===== src/rtl/wave_capture_ctrl.sv =====
// Capture controller for the double-buffered waveform RAM: arms on a rising zero
// crossing, writes one buffer half of scaled samples, then flips halves on frame end.
`timescale 1ns/1ps

module wave_capture_ctrl #(
  parameter int SAMPLE_WIDTH = 16,
  parameter int ADDR_BITS    = 8,
  parameter int ARM_TIMEOUT  = 1024
) (
  input  logic                    clk,
  input  logic                    reset_n,
  input  logic                    new_sample,
  input  logic [SAMPLE_WIDTH-1:0] sample_in,
  input  logic                    frame_done,
  output logic                    write_enable,
  output logic [ADDR_BITS:0]      write_address,
  output logic [7:0]              write_sample,
  output logic                    read_index,
  output logic [1:0]              state
);

  typedef enum logic [1:0] {
    S_ARMED  = 2'd0,
    S_ACTIVE = 2'd1,
    S_WAIT   = 2'd2
  } state_t;

  localparam logic [15:0]          TIMEOUT_VAL = 16'(ARM_TIMEOUT);
  localparam logic [ADDR_BITS-1:0] LAST_INDEX  = '1;

  state_t                state_q;
  logic [ADDR_BITS-1:0]  index;
  logic [15:0]           timeout_count;
  logic                  prev_neg;

  logic                  sample_neg;
  logic                  crossing;
  logic [15:0]           count_inc;
  logic                  forced;
  logic [7:0]            scaled;

  // Scaling keeps only the top byte of the sample; the remaining bits are dropped.
  generate
    if (SAMPLE_WIDTH > 8) begin : g_lsbs
      logic unused_lsbs;
      assign unused_lsbs = ^sample_in[SAMPLE_WIDTH-9:0];
    end
  endgenerate

  assign sample_neg = sample_in[SAMPLE_WIDTH-1];
  assign crossing   = new_sample & prev_neg & ~sample_neg;
  assign count_inc  = timeout_count + 16'd1;
  assign forced     = new_sample & (count_inc == TIMEOUT_VAL);
  // Offset-binary conversion: invert the sign bit of the top byte.
  assign scaled     = {~sample_in[SAMPLE_WIDTH-1], sample_in[SAMPLE_WIDTH-2 -: 7]};
  assign state      = state_q;

  // NOTE: all state here is updated with non-blocking assignments so every register
  // samples the same pre-edge values; blocking assignments would make order matter.
  always_ff @(posedge clk or negedge reset_n) begin
    if (!reset_n) begin
      state_q       <= S_ARMED;
      read_index    <= 1'b0;
      write_enable  <= 1'b0;
      write_address <= '0;
      write_sample  <= '0;
      index         <= '0;
      timeout_count <= '0;
      prev_neg      <= 1'b0;
    end else begin
      // NOTE: defaulting the strobe low at the top makes it a one-cycle pulse and
      // gives every path through the case an assignment.
      write_enable <= 1'b0;

      if (new_sample) begin
        prev_neg <= sample_neg;
      end

      case (state_q)
        S_ARMED: begin
          if (new_sample) begin
            if (crossing || forced) begin
              write_enable  <= 1'b1;
              write_address <= {~read_index, index};
              write_sample  <= scaled;
              index         <= index + 1'b1;
              timeout_count <= '0;
              state_q       <= S_ACTIVE;
            end else begin
              timeout_count <= count_inc;
            end
          end
        end

        S_ACTIVE: begin
          if (new_sample) begin
            write_enable  <= 1'b1;
            write_address <= {~read_index, index};
            write_sample  <= scaled;
            // The final write wraps index back to zero for the next capture.
            index         <= index + 1'b1;
            if (index == LAST_INDEX) begin
              state_q <= S_WAIT;
            end
          end
        end

        S_WAIT: begin
          if (frame_done) begin
            read_index    <= ~read_index;
            timeout_count <= '0;
            state_q       <= S_ARMED;
          end
        end

        default: begin
          state_q <= S_ARMED;
        end
      endcase
    end
  end

endmodule


===== config.mk =====
export PLATFORM = sky130hd
export DESIGN_NAME = wave_capture_ctrl
export DESIGN_NICKNAME = d
export VERILOG_FILES = /design/src/rtl/wave_capture_ctrl.sv
export SDC_FILE = /design/constraint.sdc
export NUM_CORES = 1
export LEC_CHECK = 0
export CORE_MARGIN = 5
export CORE_UTILIZATION = 53
export DETAILED_ROUTE_END_ITERATION = 6
export PLACE_DENSITY = 0.77
export SLEW_MARGIN = 20
export SYNTH_ARGS = -nofsm -noshare
export SYNTH_HDL_FRONTEND = slang
export SYNTH_SLANG_ARGS = --single-unit

===== constraint.sdc =====
create_clock -name clk -period 2.82 [get_ports clk]
set_input_delay 0.564 -clock clk [delete_from_list [all_inputs] [get_ports clk]]
set_output_delay 0.564 -clock clk [all_outputs]
set_load 0.05 [all_outputs]

After elaboration in Yosys (flattened, before gate mapping)
Cells that the tools add are included.
Storage, ports and cells
  register bits after elaboration: 46
  bits of input ports: 20
  word-level logic and storage cells: 58
Cells by class
  $add $sub $neg: 2
  eq/ne operators: 9
  mux-type cells: 26
  bitwise operators: 5
  reductions and logical operators: 8
Operators with widths (number)
  two-way mux 16 bit: 3
  two-way mux 8 bit: 6
  one-hot mux 16 bit (2 select lines): 1
  one-hot mux 8 bit (2 select lines): 2
  two-way mux 9 bit: 3
  one-hot mux 9 bit (2 select lines): 1
  adder 16 x 1 -> 16 bit (second input constant): 1
  equality test 16 x 11 -> 1 bit (second input constant): 1
  two-way mux 2 bit: 5
  != test 2 bit (second input constant): 5
  adder 8 x 1 -> 8 bit (second input constant): 1
  equality test 8 bit (second input constant): 1
  one-hot mux 2 bit (3 select lines): 1
  AND reduction 5 bit: 1
  AND reduction 4 bit: 1
  nonzero test 2 bit: 2
  AND 1 bit: 3
  two-way mux 1 bit: 3
  AND reduction 3 bit: 1
  equality test 2 x 1 -> 1 bit (second input constant): 1
  equality test 2 bit (second input constant): 1
  zero test 2 bit: 1
  NOT 1 bit: 2
  one-hot mux 1 bit (2 select lines): 1
  2 further kinds: 2

Depth between registers and ports, before layout
  depth after elaboration: 7
  depth in mapped cells: 9

Worst setup path after synthesis
No wires, ideal clock.
  kind: register to register
  start point: reg timeout_count[0]
  end point: reg index[1]
  library setup time: 128 ps
  data arrival time: 2472 ps
  path slack: 220 ps
  cell stages (with the launch flop): 10
  clock period less this slack: 2600 ps
  cells stage by stage: dfrtp_1 -> ha_1 -> nand4_1 -> nor4_1 -> a311oi_1 -> a2111oi_2 -> a32oi_2 -> a21oi_1 -> buf_4 -> mux2_1
Between the ends
  longest elaborated chain between the ends: 6
Ends and longest elaborated chain
  from (decl): RTL line 33  | logic [15:0] timeout_count;
  from (signal assigned): RTL line 90  | timeout_count <= count_inc;
  adder 16 x 1 -> 16 bit: RTL line 52  | assign count_inc = timeout_count + 16'd1;
  equality test 16 x 11 -> 1 bit: RTL line 53  | assign forced = new_sample & (count_inc == TIMEOUT_VAL);
  AND 1 bit: RTL line 53
  logical OR 1 bit: RTL line 82  | if (crossing || forced) begin
  != test 2 bit (no source line)
  AND reduction 4 bit (no source line)
  to (signal assigned): RTL line 86  | index <= index + 1'b1;
  to (signal assigned): RTL line 101  | index <= index + 1'b1;
  to (decl): RTL line 32  | logic [ADDR_BITS-1:0] index;
No other way between the ends.
A chain may end at the register's enable or synchronous reset.

Worst setup path after layout
  start point: reg timeout_count[1]
  end point: reg write_address[7]
Between the ends
  longest elaborated chain between the ends: 6
Ends and longest elaborated chain
  adder 16 x 1 -> 16 bit: RTL line 52
  equality test 16 x 11 -> 1 bit: RTL line 53
  AND 1 bit: RTL line 53
  logical OR 1 bit: RTL line 82
  != test 2 bit (no source line)
  AND reduction 4 bit (no source line)
  to (signal assigned): RTL line 84  | write_address <= {~read_index, index};
  to (signal assigned): RTL line 98  | write_address <= {~read_index, index};
  to (decl): RTL line 16  | output logic [ADDR_BITS:0] write_address,
No other way between the ends.

==> run_results.csv <==
group,metric,value,unit
run_status,run_status,"finished, final reports clean",
global_route,grt_pass1_wl,8838,um
global_route,grt_pass1_vias,1871,
worst_setup_path,crit_path_start_kind,"flip-flop",
clocking,numCtsBuffers,5,
timing,fmaxAchievable,377.1,MHz
floorplanning,start_util,54.65,%
synth,avgSynthCellArea,10.33,um2
finish,fin_util,68.55,%
timing,rsz0062_at_grt,"false",
finish,drive_above_1_share,12.96,%
global_route,grt.overflow.total,0,
route,avgViaCountPerCell,5.882,
timing,hold_viol_final,0,
synth,synth_cells,232,
worst_setup_path,rr_worst_depth,9,
floorplanning,die_area,0.005965,mm2
clocking,clock-sinks,46,
synth,synth_top_area_cell,"dfrtp_1",
finish,syn_to_final_growth,25.43,%
floorplanning,pin_count,41,
route,drt_wl_total,5089,um
clocking,postCtsSetupBuffers,0,
worst_hold_path,min_path_type,"input pin to async pin",
clocking,clk_latency,0.30,ns
clocking,cts_hold_buf,0,
synth,ys_seq_area_share,48.04,%
floorplanning,dieWidth,77.24,um
worst_setup_path,endpoint_kind,"flip-flop",
global_route,antenna_found_initial,0,
clocking,path_clk_slew,0.08,ns
synth,syn_area,0.002396,mm2
clocking,cts_max_level,2,
power,p_leak,1.197,nW
synth,synth.distinct_cells,44,
place,io_buffers,32,
synth,synth_top_area_share,48.04,%
worst_setup_path,worstPathMaxFanout,8,
clocking,cts-root-buf,"clkbuf_8",
synth,synthTopCellsByArea,"dfrtp_1 (48%), mux2_1 (8.0%), a31oi_1 (5.2%)",
route,drc,0,
synth,ys_top_cells_by_count,"dfrtp_1 (46), a31oi_1 (20), nand2_1 (20), mux2_1 (17), nor2_1 (15)",
worst_setup_path,r2r-end,"write_address[7]",
job,maxCapViolations,0,
timing,slew_viol_final,0,
synth,syn_nets,255,
place,hpwl,3494,um
synth,synth_seq_cells,46,
floorplanning,core_area,0.004384,mm2
global_route,grt_max_degree,47,
power,peakVddDrop,829.0,uV
synth,synth_most_common_cell,"dfrtp_1",
synth,synth-warning-count,0,
worst_setup_path,crit_required,3.00,ns
synth,async_reset_ff_share,100.0,%
finish,nFillCells,332,
route,drt_iter0_drc,110,
finish,fin_nets,292,
finish,insertedDiodeCount,0,
place,place_congestion,0.8444,
route,final_antenna_net_count,0,
timing,holdWs,0.2560,ns
route,via_count,1894,
timing,worst_slew_pin_slew,0.5771,ns
timing,finalSetupViolCount,0,
power,p_per_area,869.0,mW/mm2
worst_setup_path,crit_type,"flip-flop to flip-flop",
floorplanning,num_rows,24,
clocking,cts_tree,"done",
timing,final.min_clock_period,2.652,ns
global_route,grtUsageTotal,18.10,%
clocking,clockBufferDepth,2,
timing,finalSetupTns,0,ns
synth,ys.flop_type,"dfrtp_1",
synth,synth-edff-count,0,
timing,slew_headroom,61.53,%
worst_setup_path,reg2reg_from,"timeout_count[1]",
clocking,cts.repair.resized,0,
timing,min_period_over_period,94.03,%
floorplanning,die_h,77.24,um
worst_setup_path,cp.arrival,2.83,ns
route,drtPass1Iterations,4,
timing,clock_skew,0.004534,ns
route,wire_per_inst,15.80,um
worst_setup_path,rrSetupSlack,0.17,ns
==> cells in the final DEF, fill, tap and decap left out, types with 7 or more instances in the layout <==
cell type and n:
dfrtp_1 46, nand3_1 11, a31oi_1 20, clkdlybuf4s50_1 31, xor2_1 8, nor2_1 14, mux2_1 17, nand2_1 20
inv_1 8, nand3b_1 7, buf_4 11
==> state kept, by name, indices dropped and copies added (netlist names) <==
register       flops
state              2
prev_neg           1
timeout_count     16
write_enable       1
read_index         1
write_sample       8
write_address      9
index              8
==> layout make-up <==
type                            instances  area, um2  area share (%)
Clock inverter                          2      60.06           1.998
Timing Repair Buffer                   43      404.1           13.45
Clock buffer                            6      82.58           2.748
Sequential cell                        46       1151           38.30
Tap cell                               52      65.06           2.165
Multi-Input combinational cell        164       1209           40.22
Inverter                                9      33.78           1.124
==> kinds of logic (layout without fill, tap and decap cells) <==
kind of cell / after synthesis / after routing / synth area share (%)
compound gates: 51 / 51 / 15.93
simple gates: 80 / 80 / 17.49
mux: 20 / 20 / 9.295
flops: 46 / 46 / 48.04
buf+inv: 22 / 60 / 4.020
xor+xnor: 10 / 10 / 3.656
fa+ha+maj: 3 / 3 / 1.567
==> metrics by stage <==
stage	setup slack [ns]	total power (W)	instance area, um2	instances
3_3_place_gp	0.1145	0.001977	2800	314
4_1_cts	0.04936	0.002610	2943	322
5_1_grt	0.02005	0.002777	3005	322
2_1_floorplan	0.2205	0.001664	2396	232
3_5_place_dp	0.08153	0.002005	2800	314
6_report	0.1684	0.002612	3005	322
==> layer usage <==
metal,vias up,track usage [%],routed length [um]
met3,8,3.747,178
met5,-,0,0
met2,36,29.71,2491
li1,925,-,-
met1,925,23.39,2339
met4,0,6.701,79
==> critical path: stages, from the launching register on <==
cell       delay, ns
dfrtp_1         0.37
ha_2            0.25
nand4_1         0.16
nor4_1          0.30
a311oi_1        0.12
a2111oi_4       0.38
a32oi_2         0.19
a21oi_2         0.20
buf_4           0.21
mux2_1          0.35
==> worst max path at each step <==
stage	slack, ns	endpoint	from	cells past startpoint
4_1_cts	0.05	index[7]	timeout_count[1]	9
3_3_place_gp	0.11	write_address[6]	timeout_count[0]	10
2_1_floorplan	0.22	index[1]	timeout_count[0]	9
3_5_place_dp	0.08	write_address[4]	timeout_count[1]	9
5_1_grt	0.02	index[7]	timeout_count[1]	10
6_report	0.17	write_address[7]	timeout_count[1]	9
==> where the power goes <==
part	switching [W]	leakage, nW	internal, W
logic	0.000630	0.566	0.000365
clock network	0.000218	0.0714	0.000378
registers	0.000167	0.560	0.000854
total	0.00102	1.20	0.00160
(Power assumes the default switching activity.)
